<file path="src/rtl/alu_operand_stage_if.sv">
// Issue-side and ALU-side bus of the ALU operand-select stage.
// With FWD_WB_EN defined the bus also carries the write-back forwarding source.
interface alu_operand_stage_if #(
  parameter int XLEN   = 32,
  parameter int REG_AW = 5
);
  logic              in_valid;
  logic              in_ready;
  logic [XLEN-1:0]   pc;
  logic [XLEN-1:0]   rs1_data;
  logic [XLEN-1:0]   rs2_data;
  logic [XLEN-1:0]   imm;
  logic [REG_AW-1:0] rs1_idx;
  logic [REG_AW-1:0] rs2_idx;
  logic [1:0]        sel_a;
  logic [1:0]        sel_b;
  logic              ex_wr_en;
  logic [REG_AW-1:0] ex_rd;
  logic [XLEN-1:0]   ex_data;
  logic              mem_wr_en;
  logic [REG_AW-1:0] mem_rd;
  logic [XLEN-1:0]   mem_data;
`ifdef FWD_WB_EN
  logic              wb_wr_en;
  logic [REG_AW-1:0] wb_rd;
  logic [XLEN-1:0]   wb_data;
`endif
  logic              flush;
  logic              out_valid;
  logic              out_ready;
  logic [XLEN-1:0]   op_a;
  logic [XLEN-1:0]   op_b;
  logic [1:0]        fwd_hit;

  modport master (
`ifdef FWD_WB_EN
    output wb_wr_en, wb_rd, wb_data,
`endif
    output in_valid, pc, rs1_data, rs2_data, imm, rs1_idx, rs2_idx, sel_a, sel_b,
    output ex_wr_en, ex_rd, ex_data, mem_wr_en, mem_rd, mem_data, flush, out_ready,
    input  in_ready, out_valid, op_a, op_b, fwd_hit
  );

  modport slave (
`ifdef FWD_WB_EN
    input  wb_wr_en, wb_rd, wb_data,
`endif
    input  in_valid, pc, rs1_data, rs2_data, imm, rs1_idx, rs2_idx, sel_a, sel_b,
    input  ex_wr_en, ex_rd, ex_data, mem_wr_en, mem_rd, mem_data, flush, out_ready,
    output in_ready, out_valid, op_a, op_b, fwd_hit
  );
endinterface

</file>
<file path="src/rtl/alu_operand_stage.sv">
// Registered operand-select stage: builds op A / op B with EX/MEM forwarding and a 2-entry skid buffer.
// Optional macro FWD_WB_EN adds a write-back forwarding source (EX > MEM > WB > register file).
module alu_operand_fwd #(
  parameter int XLEN   = 32,
  parameter int REG_AW = 5
) (
  input  logic [REG_AW-1:0] idx_i,
  input  logic [XLEN-1:0]   rf_data_i,
  input  logic              ex_wr_en_i,
  input  logic [REG_AW-1:0] ex_rd_i,
  input  logic [XLEN-1:0]   ex_data_i,
  input  logic              mem_wr_en_i,
  input  logic [REG_AW-1:0] mem_rd_i,
  input  logic [XLEN-1:0]   mem_data_i,
`ifdef FWD_WB_EN
  input  logic              wb_wr_en_i,
  input  logic [REG_AW-1:0] wb_rd_i,
  input  logic [XLEN-1:0]   wb_data_i,
`endif
  output logic [XLEN-1:0]   data_o,
  output logic              hit_o
);
  // x0 is hardwired, so a pending write to it must never shadow the register file
  always_comb begin
    data_o = rf_data_i;
    hit_o  = 1'b0;
    if (idx_i != '0) begin
      if (ex_wr_en_i && (ex_rd_i == idx_i)) begin
        data_o = ex_data_i;
        hit_o  = 1'b1;
      end else if (mem_wr_en_i && (mem_rd_i == idx_i)) begin
        data_o = mem_data_i;
        hit_o  = 1'b1;
      end
`ifdef FWD_WB_EN
      else if (wb_wr_en_i && (wb_rd_i == idx_i)) begin
        data_o = wb_data_i;
        hit_o  = 1'b1;
      end
`endif
    end
  end
endmodule

module alu_operand_stage #(
  parameter int XLEN   = 32,
  parameter int REG_AW = 5,
  parameter int PC_INC = 4
) (
  input  logic               clk,
  input  logic               rst_n,
  alu_operand_stage_if.slave bus
);
  typedef struct packed {
    logic [XLEN-1:0] a;
    logic [XLEN-1:0] b;
    logic [1:0]      hit;
  } ent_t;

  logic [1:0][REG_AW-1:0] src_idx;
  logic [1:0][XLEN-1:0]   src_data;
  logic [1:0][XLEN-1:0]   fwd_data;
  logic [1:0]             fwd_m;

  assign src_idx  = {bus.rs2_idx, bus.rs1_idx};
  assign src_data = {bus.rs2_data, bus.rs1_data};

  for (genvar g = 0; g < 2; g++) begin : g_fwd
    alu_operand_fwd #(.XLEN(XLEN), .REG_AW(REG_AW)) u_fwd (
      .idx_i       (src_idx[g]),
      .rf_data_i   (src_data[g]),
      .ex_wr_en_i  (bus.ex_wr_en),
      .ex_rd_i     (bus.ex_rd),
      .ex_data_i   (bus.ex_data),
      .mem_wr_en_i (bus.mem_wr_en),
      .mem_rd_i    (bus.mem_rd),
      .mem_data_i  (bus.mem_data),
`ifdef FWD_WB_EN
      .wb_wr_en_i  (bus.wb_wr_en),
      .wb_rd_i     (bus.wb_rd),
      .wb_data_i   (bus.wb_data),
`endif
      .data_o      (fwd_data[g]),
      .hit_o       (fwd_m[g])
    );
  end

  ent_t ent_new;
  always_comb begin
    ent_new = '0;
    unique case (bus.sel_a)
      2'd1:    ent_new.a = fwd_data[0];
      2'd2:    ent_new.a = '0;
      default: ent_new.a = bus.pc;
    endcase
    unique case (bus.sel_b)
      2'd0:    ent_new.b = fwd_data[1];
      2'd2:    ent_new.b = XLEN'(PC_INC);
      default: ent_new.b = bus.imm;
    endcase
    ent_new.hit[0] = (bus.sel_a == 2'd1) && fwd_m[0];
    ent_new.hit[1] = (bus.sel_b == 2'd0) && fwd_m[1];
  end

  ent_t       ent_q [2];
  logic       rd_ptr_q, rd_ptr_d;
  logic       wr_ptr_q, wr_ptr_d;
  logic [1:0] cnt_q, cnt_d;
  logic       in_ready_q, in_ready_d;
  logic       push, pop;

  assign push = bus.in_valid && in_ready_q && !bus.flush;
  assign pop  = (cnt_q != 2'd0) && bus.out_ready && !bus.flush;

  // in_ready only looks at next occupancy: with <=1 entry any accept still fits, which is the skid
  always_comb begin
    cnt_d    = cnt_q;
    rd_ptr_d = rd_ptr_q;
    wr_ptr_d = wr_ptr_q;
    if (bus.flush) begin
      cnt_d    = 2'd0;
      rd_ptr_d = wr_ptr_q;
    end else begin
      if (push) wr_ptr_d = ~wr_ptr_q;
      if (pop)  rd_ptr_d = ~rd_ptr_q;
      unique case ({push, pop})
        2'b10:   cnt_d = cnt_q + 2'd1;
        2'b01:   cnt_d = cnt_q - 2'd1;
        default: cnt_d = cnt_q;
      endcase
    end
    in_ready_d = (cnt_d != 2'd2);
  end

  always_ff @(posedge clk or negedge rst_n) begin
    if (!rst_n) begin
      ent_q[0]   <= '0;
      ent_q[1]   <= '0;
      rd_ptr_q   <= 1'b0;
      wr_ptr_q   <= 1'b0;
      cnt_q      <= 2'd0;
      in_ready_q <= 1'b1;
    end else begin
      if (push) ent_q[wr_ptr_q] <= ent_new;
      rd_ptr_q   <= rd_ptr_d;
      wr_ptr_q   <= wr_ptr_d;
      cnt_q      <= cnt_d;
      in_ready_q <= in_ready_d;
    end
  end

  ent_t head;
  assign head          = ent_q[rd_ptr_q];
  assign bus.in_ready  = in_ready_q;
  assign bus.out_valid = (cnt_q != 2'd0);
  assign bus.op_a      = head.a;
  assign bus.op_b      = head.b;
  assign bus.fwd_hit   = (cnt_q != 2'd0) ? head.hit : 2'b00;
endmodule

</file>
<file path="src/flat_wrapper.sv">
// flat-port wrapper written by rule: the top's interface ports become plain ports
module alu_operand_stage_flat 
#(
  parameter int XLEN   = 32,
  parameter int REG_AW = 5,
  parameter int PC_INC = 4
)
  (clk, rst_n, bus_in_valid, bus_pc, bus_rs1_data, bus_rs2_data, bus_imm, bus_rs1_idx, bus_rs2_idx, bus_sel_a, bus_sel_b, bus_ex_wr_en, bus_ex_rd, bus_ex_data, bus_mem_wr_en, bus_mem_rd, bus_mem_data, bus_flush, bus_out_ready, bus_in_ready, bus_out_valid, bus_op_a, bus_op_b, bus_fwd_hit);
  alu_operand_stage_if #(.XLEN(XLEN), .REG_AW(REG_AW)) bus_i ();
  input  logic clk;
  input  logic rst_n;
  input wire logic [$bits(bus_i.in_valid)-1:0] bus_in_valid;
  input wire logic [$bits(bus_i.pc)-1:0] bus_pc;
  input wire logic [$bits(bus_i.rs1_data)-1:0] bus_rs1_data;
  input wire logic [$bits(bus_i.rs2_data)-1:0] bus_rs2_data;
  input wire logic [$bits(bus_i.imm)-1:0] bus_imm;
  input wire logic [$bits(bus_i.rs1_idx)-1:0] bus_rs1_idx;
  input wire logic [$bits(bus_i.rs2_idx)-1:0] bus_rs2_idx;
  input wire logic [$bits(bus_i.sel_a)-1:0] bus_sel_a;
  input wire logic [$bits(bus_i.sel_b)-1:0] bus_sel_b;
  input wire logic [$bits(bus_i.ex_wr_en)-1:0] bus_ex_wr_en;
  input wire logic [$bits(bus_i.ex_rd)-1:0] bus_ex_rd;
  input wire logic [$bits(bus_i.ex_data)-1:0] bus_ex_data;
  input wire logic [$bits(bus_i.mem_wr_en)-1:0] bus_mem_wr_en;
  input wire logic [$bits(bus_i.mem_rd)-1:0] bus_mem_rd;
  input wire logic [$bits(bus_i.mem_data)-1:0] bus_mem_data;
  input wire logic [$bits(bus_i.flush)-1:0] bus_flush;
  input wire logic [$bits(bus_i.out_ready)-1:0] bus_out_ready;
  output wire logic [$bits(bus_i.in_ready)-1:0] bus_in_ready;
  output wire logic [$bits(bus_i.out_valid)-1:0] bus_out_valid;
  output wire logic [$bits(bus_i.op_a)-1:0] bus_op_a;
  output wire logic [$bits(bus_i.op_b)-1:0] bus_op_b;
  output wire logic [$bits(bus_i.fwd_hit)-1:0] bus_fwd_hit;
  assign bus_i.in_valid = bus_in_valid;
  assign bus_i.pc = bus_pc;
  assign bus_i.rs1_data = bus_rs1_data;
  assign bus_i.rs2_data = bus_rs2_data;
  assign bus_i.imm = bus_imm;
  assign bus_i.rs1_idx = bus_rs1_idx;
  assign bus_i.rs2_idx = bus_rs2_idx;
  assign bus_i.sel_a = bus_sel_a;
  assign bus_i.sel_b = bus_sel_b;
  assign bus_i.ex_wr_en = bus_ex_wr_en;
  assign bus_i.ex_rd = bus_ex_rd;
  assign bus_i.ex_data = bus_ex_data;
  assign bus_i.mem_wr_en = bus_mem_wr_en;
  assign bus_i.mem_rd = bus_mem_rd;
  assign bus_i.mem_data = bus_mem_data;
  assign bus_i.flush = bus_flush;
  assign bus_i.out_ready = bus_out_ready;
  assign bus_in_ready = bus_i.in_ready;
  assign bus_out_valid = bus_i.out_valid;
  assign bus_op_a = bus_i.op_a;
  assign bus_op_b = bus_i.op_b;
  assign bus_fwd_hit = bus_i.fwd_hit;
  alu_operand_stage #(.XLEN(XLEN), .REG_AW(REG_AW), .PC_INC(PC_INC)) u_core (.clk(clk), .rst_n(rst_n), .bus(bus_i));
endmodule
</file>
<file path="config.mk">
export PLATFORM = sky130hd
export DESIGN_NAME = alu_operand_stage_flat
export DESIGN_NICKNAME = d
export VERILOG_FILES = /design/src/rtl/alu_operand_stage_if.sv /design/src/rtl/alu_operand_stage.sv /design/src/flat_wrapper.sv
export SDC_FILE = /design/constraint.sdc
export NUM_CORES = 1
export LEC_CHECK = 0
export CAP_MARGIN = 20
export CORE_MARGIN = 5
export CORE_UTILIZATION = 47
export CTS_CLUSTER_DIAMETER = 60
export DETAILED_ROUTE_END_ITERATION = 8
export GPL_TIMING_DRIVEN = 0
export PLACE_DENSITY = 0.88
export SYNTH_ARGS = -nofsm -noshare
export SYNTH_HDL_FRONTEND = slang
export SYNTH_SLANG_ARGS = --single-unit
export TNS_END_PERCENT = 30
</file>
<file path="constraint.sdc">
create_clock -name clk -period 2.15 [get_ports clk]
set_clock_uncertainty 0.1 [all_clocks]
set_input_delay 0.43 -clock clk [delete_from_list [all_inputs] [get_ports clk]]
set_output_delay 0.43 -clock clk [all_outputs]
set_load 0.005 [all_outputs]
</file>
=== Yosys cells after proc, flatten, opt, wreduce, memory -nomap -nowiden ===
Cells that the tools add are included.

* Register bits: 137
* Output and inout bits: 68

* Add/sub/neg operators: 2
* $lt $le $gt $ge: 3
* Equal/unequal tests: 10
* Multiplexer cells: 25
* Bitwise logic cells: 5
* Reduce and logical (&&, ||, !) cells: 18

{| class="wikitable"
|+ Operator list
! kind !! count
|-
| $mux W66 || 4
|-
| $mux W32 || 6
|-
| $bwmux W132 || 1
|-
| $pmux W32 S2 || 2
|-
| $demux W66 S1 || 1
|-
| $eq A5 B5 Y1 || 4
|-
| $logic_and A1 B1 Y1 || 11
|-
| $reduce_bool A5 Y1 || 2
|-
| $mux W1 || 8
|-
| $eq A2 B2 Y1 const B || 3
|-
| $eq A2 B1 Y1 const B || 2
|-
| $ge A2 B2 Y1 const B || 2
|-
| $mux W2 || 2
|-
| $not A1 Y2 || 2
|-
| $pmux W2 S2 || 1
|-
| $reduce_bool A2 Y1 || 2
|-
| $not A1 Y1 || 3
|-
| $add A2 B1 Y2 const B || 1
|-
| $logic_not A2 Y1 || 1
|-
| $lt A2 B1 Y1 const B || 1
|-
| $ne A2 B2 Y1 const B || 1
|-
| $reduce_and A2 Y1 || 1
|-
| $sub A2 B1 Y2 const B || 1
|-
| $logic_not A1 Y1 || 1
|}

=== Depth between registers and ports, before layout ===
* Depth in word-level cells: 7
* Gate-level depth with buffers: 9

=== By module ===
A second synthesis with hierarchy kept.

* Cells, all modules: 793
* Area total of the unflattened synthesis: 8695.8 um^2

{| class="wikitable"
|+ Modules (own cells, without submodules)
! module !! instances !! cells an instance !! area each (um^2) !! seq. area each (um^2)
|-
| alu_operand_stage || 1 || 617 || 6343.6 || 3429.5
|-
| alu_operand_fwd || 2 || 88 || 1176.1 || 0.0
|}

=== Worst setup path before layout ===
Ideal clock, no wire load.

* Path type: input -> register
* From: input port bus_ex_rd[1]
* To: register u_core.ent_q[107] in the netlist's numbering
* Setup time: 142 ps
* Arrival time: 1920 ps
* Setup slack: -12 ps
* Stages: 8
* Cell sequence: xor2_1 -> nor4_1 -> and3_1 -> buf_2 -> buf_2 -> mux2_2 -> mux2i_1 -> o221ai_1

* Word-level cells in the longest chain between the ends: 6

{| class="wikitable"
|+ RTL lines
! what !! RTL line !! RTL
|-
| from (decl) || flat_wrapper.sv:22 || <nowiki>input wire logic [$bits(bus_i.ex_rd)-1:0] bus_ex_rd;</nowiki>
|-
| $eq A5 B5 Y1 || alu_operand_stage.sv:28 || <nowiki>if (ex_wr_en_i && (ex_rd_i == idx_i)) begin</nowiki>
|-
| $logic_and A1 B1 Y1 || alu_operand_stage.sv:28 ||
|-
| $mux W32 || alu_operand_stage.sv:28 ||
|-
| $mux W32 || alu_operand_stage.sv:27 || <nowiki>if (idx_i != '0) begin</nowiki>
|-
| $pmux W32 S2 || alu_operand_stage.sv:91 || <nowiki>unique case (bus.sel_a)</nowiki>
|-
| $bwmux W132 || alu_operand_stage.sv:144 || <nowiki>if (push) ent_q[wr_ptr_q] <= ent_new;</nowiki>
|-
| to (signal, indexed assignment) || alu_operand_stage.sv:144 ||
|-
| to (decl) || alu_operand_stage.sv:105 || <nowiki>ent_t ent_q [2];</nowiki>
|}

Every way passes these cells.
A chain may end at the register's enable or synchronous reset.

=== Worst setup path after layout ===
* From: register u_core.rd_ptr_q
* To: output port bus_op_a[12]

* Word-level cells in the longest chain between the ends: 4

{| class="wikitable"
|+ RTL lines
! what !! RTL line !! RTL
|-
| from (decl) || alu_operand_stage.sv:106 || <nowiki>logic rd_ptr_q, rd_ptr_d;</nowiki>
|-
| from (signal assigned) || alu_operand_stage.sv:145 || <nowiki>rd_ptr_q <= rd_ptr_d;</nowiki>
|-
| $not A1 Y2 (implied by the code) || alu_operand_stage.sv:153 || <nowiki>assign head = ent_q[rd_ptr_q];</nowiki>
|-
| $mux W66 (implied by the code) (3 in a row) || alu_operand_stage.sv:153 ||
|-
| to (decl) || flat_wrapper.sv:31 || <nowiki>output wire logic [$bits(bus_i.op_a)-1:0] bus_op_a;</nowiki>
|}

Every way passes these cells. The select of a mux whose other input is x is not followed.

==> reports/results.ini <==
[status]
outcome=finished, violations left
violations=DRC, setup timing

[yosys]
ys_ff_latch=137
synthDistinctLibCells=40
ys_warn_count=0
syn_area_per_cell_um2=9.63
synth_cells=903
syn-num-nets=1128
yosysSeqAreaShare_pct=39.5
syn_area_um2=8690

[cts]
clkTransAtPathRegs_ns=0.07
clock_sinks=137
clockRootBuffer=clkbuf_16
cts_inserted_buffers=17
clkLatencyLatePin_ns=0.43
cts_tree=built
htreeDepth=4
cts_buffer_depth=2

[global_routing]
grt_pass1_wl_um=56900
grt-busiest-layer=met2
met3_usage_pct=8.94
grt_max_degree=93
met2_usage_pct=57.8
met1_usage_pct=41.4
grt_usage_pct=34.0
antenna_found_initial=2
grt_pass1_vias=9856
overflow=0

[placed_design]
place_inst=1422
post-place-ws_ns=-1.05
port_buffers=289
place_congestion=0.914
hpwl_um=26100

[setup_path]
crit_buf_inv=5
cpMostUsedCell=buf_6
cp_cell_sequence=clkbuf_8 -> buf_6 -> clkbuf_16 -> buf_4 -> mux2_2 -> buf_6
path_max_fanout=6
criticalPathCategory=reg -> out
timing.rr.start=u_core.wr_ptr_q
cp-start-kind=flip-flop
r2r_cells=4
r2r_end=u_core.ent_q[65]
endpoint_kind=primary output
required_ns=1.62
max_stage_delay_ns=0.39
cp_slowest_cell=dfrtp_1
reg2reg_slack_ns=-0.03
worstPathArrival_ns=1.87
cp_top_family=buffers and inverters

[timing]
setup_slack_ns=-0.251
fmax_ghz=0.416
final.min_clock_period_ns=2.40
slew_viol_final=0
rsz0062_at_grt=yes
hold_viol_final=0
fin_crit_sh_pct=112
tns_ns=-9.40
worst_pin_slew_ns=0.638
setup_viol=104
holdWs_ns=0.387
slew_headroom_pct=57.5

[route]
drt_first_pass_iters=9
postRouteAntennaNets=0
viasPerCell=6.75
avgRoutedWirePerCell_um=27.3
vias=10166
wirelength_um=41100
drc=3
drt_iter0_drc=1304

[hold_path]
hold_start=bus_flush
hold_path.class=in -> reg
worst_hold_path.num_cells=2
hold_end=u_core.cnt_q[1]

[die]
die-area_um2=21300
io_pins=291
start_util_pct=48.1
fp.coreArea_um2=18100
fp.dieW_um=146
row_count=49
dieHeight_um=146

[cells_and_area]
syn2layout_area_growth_pct=64.0
layout-drive-gt1-share_pct=34.0
final-instance-count-excl-fill=1507
nets=1488

[power_and_ir_drop]
seq_power_share_pct=31.4
p_leak_nw=5.86
max-vdd-ir-drop_v=0.000654
p_clk_share_pct=23.9
p_switching_w=0.00450
swShare_pct=33.9
p_comb_share_pct=44.7
p_int_w=0.00880
power.density_nw_per_um2=933

[run]
drv_cap=0

cell type report:
type	instances	area, um2
flip-flops and latches	137	3430
fillers	986	3830
clock inverters	10	141
clock buffers	22	484
inverters	3	11.3
repair buffers	348	3520
diodes	2	5.00
multi-input cells	682	5780
well taps	229	287
plain buffers	74	596
Yosys cell counts:
master	n	area (um2)
nand2_1	138	518
dfrtp_1	136	3400
mux2_2	117	1320
nor2_1	71	267
a21oi_1	67	335
mux2i_1	64	641
o221ai_1	64	561
o31ai_1	64	480
clkbuf_1	62	233
o21ai_0	37	185
xor2_1	18	158
mux2_1	9	101
buf_6	5	56.3
xnor2_1	5	43.8
buf_1	4	15.0
buf_2	4	20.0
and3_1	3	18.8
buf_12	3	60.1
buf_4	3	22.5
inv_1	3	11.3
or3_1	3	18.8
ha_1	2	25.0
nand2b_1	2	12.5
nor4_1	2	12.5
nor4_2	2	25.0
a21boi_0	1	7.51
a21oi_4	1	16.3
dfstp_2	1	26.3
nand3_1	1	5.00
nand3_2	1	10.0
nand3b_1	1	7.51
nand4b_1	1	8.76
o221ai_2	1	15.0
o22a_1	1	8.76
o22ai_1	1	6.26
or2_1	1	6.26
or3b_1	1	8.76
or3b_2	1	8.76
or4_1	1	7.51
or4_2	1	8.76
worst register-to-register path: cells and delay by family (launching register included):
family	cells	cell delay, ns
compound gates	1	0.26
flops	1	0.41
simple gates	1	0.20
buf+inv	2	1.04
kinds of logic after synthesis:
family / count (synthesis) / share of synthesized area (%)
AO/OA/AOI/OAI: 237 / 18.6
AND/OR/NAND/NOR: 230 / 10.9
buffers and inverters: 84 / 4.81
multiplexers: 190 / 23.7
adder cells (fa/ha/maj): 2 / 0.288
XOR/XNOR: 23 / 2.32
flip-flops: 137 / 39.5
power by group through the flow:
stage / clock network, W / logic [W] / registers, W
2_1_floorplan: 0 / 0.00235 / 0.00390
6_report: 0.00317 / 0.00595 / 0.00418
5_1_grt: 0.00326 / 0.00625 / 0.00424
3_5_place_dp: 0 / 0.00469 / 0.00407
3_3_place_gp: 0 / 0.00460 / 0.00401
4_1_cts: 0.00311 / 0.00541 / 0.00405
stage by stage:
| step | area, um2 | power [W] | util, % |
|---|---|---|---|
| finish | 14300 | 0.0133 | 78.8 |
| global route | 14300 | 0.0137 | 78.8 |
| CTS | 13600 | 0.0126 | 75.2 |
| detailed placement | 11900 | 0.00875 | 65.8 |
| global placement | 11900 | 0.00861 | 65.6 |
| floorplan | 8690 | 0.00626 | - |
what timing repair did:
action / CTS / global route
setup endpoints to repair: 200 / 197
gates resized for setup: 489 / 167
setup buffers: 31 / 18
pin swaps: 12 / 26
cloned: 6 / 4
hold buffers: 1 / 0
hold endpoints to repair: 45 / 0
worst max-delay path by stage:
stage / from / endpoint / slack (ns) / cells past startpoint
after floorplan: bus_ex_rd[1] / u_core.ent_q[107] / -0.01 / 8
after global placement: rst_n / u_core.ent_q[124] / -4.84 / 1
after detailed placement: bus_rs1_idx[1] / u_core.ent_q[61] / -1.05 / 9
after CTS: u_core.rd_ptr_q / bus_op_b[20] / -0.22 / 7
after global routing: u_core.rd_ptr_q / bus_op_a[14] / -0.27 / 6
final: u_core.rd_ptr_q / bus_op_a[12] / -0.25 / 6
state kept, by name, indices dropped and copies added, names as in the netlist:
register	count
u_core.ent_q	132
u_core.wr_ptr_q	1
u_core.rd_ptr_q	1
u_core.bus.in_ready	1
u_core.cnt_q	2
metal layers:
layer	part of all wire [%]	vias up
met2	48	1005
met3	12	246
met5	0	-
met1	34	4850
li1	-	4065
met4	5.7	0
layout by cell type (no fill, tap or decap), types with 23 or more instances in the layout:
cell	count
clkbuf_1	33
mux2_2	74
mux2_4	50
o31ai_1	58
o21ai_0	37
nand2_1	138
clkbuf_16	24
clkbuf_2	34
o221ai_1	47
buf_6	58
a21oi_1	63
mux2i_4	40
clkdlybuf4s50_1	201
dfrtp_1	136
nor2_1	68
buf_4	23
Power figures use the tool's default switching activity.
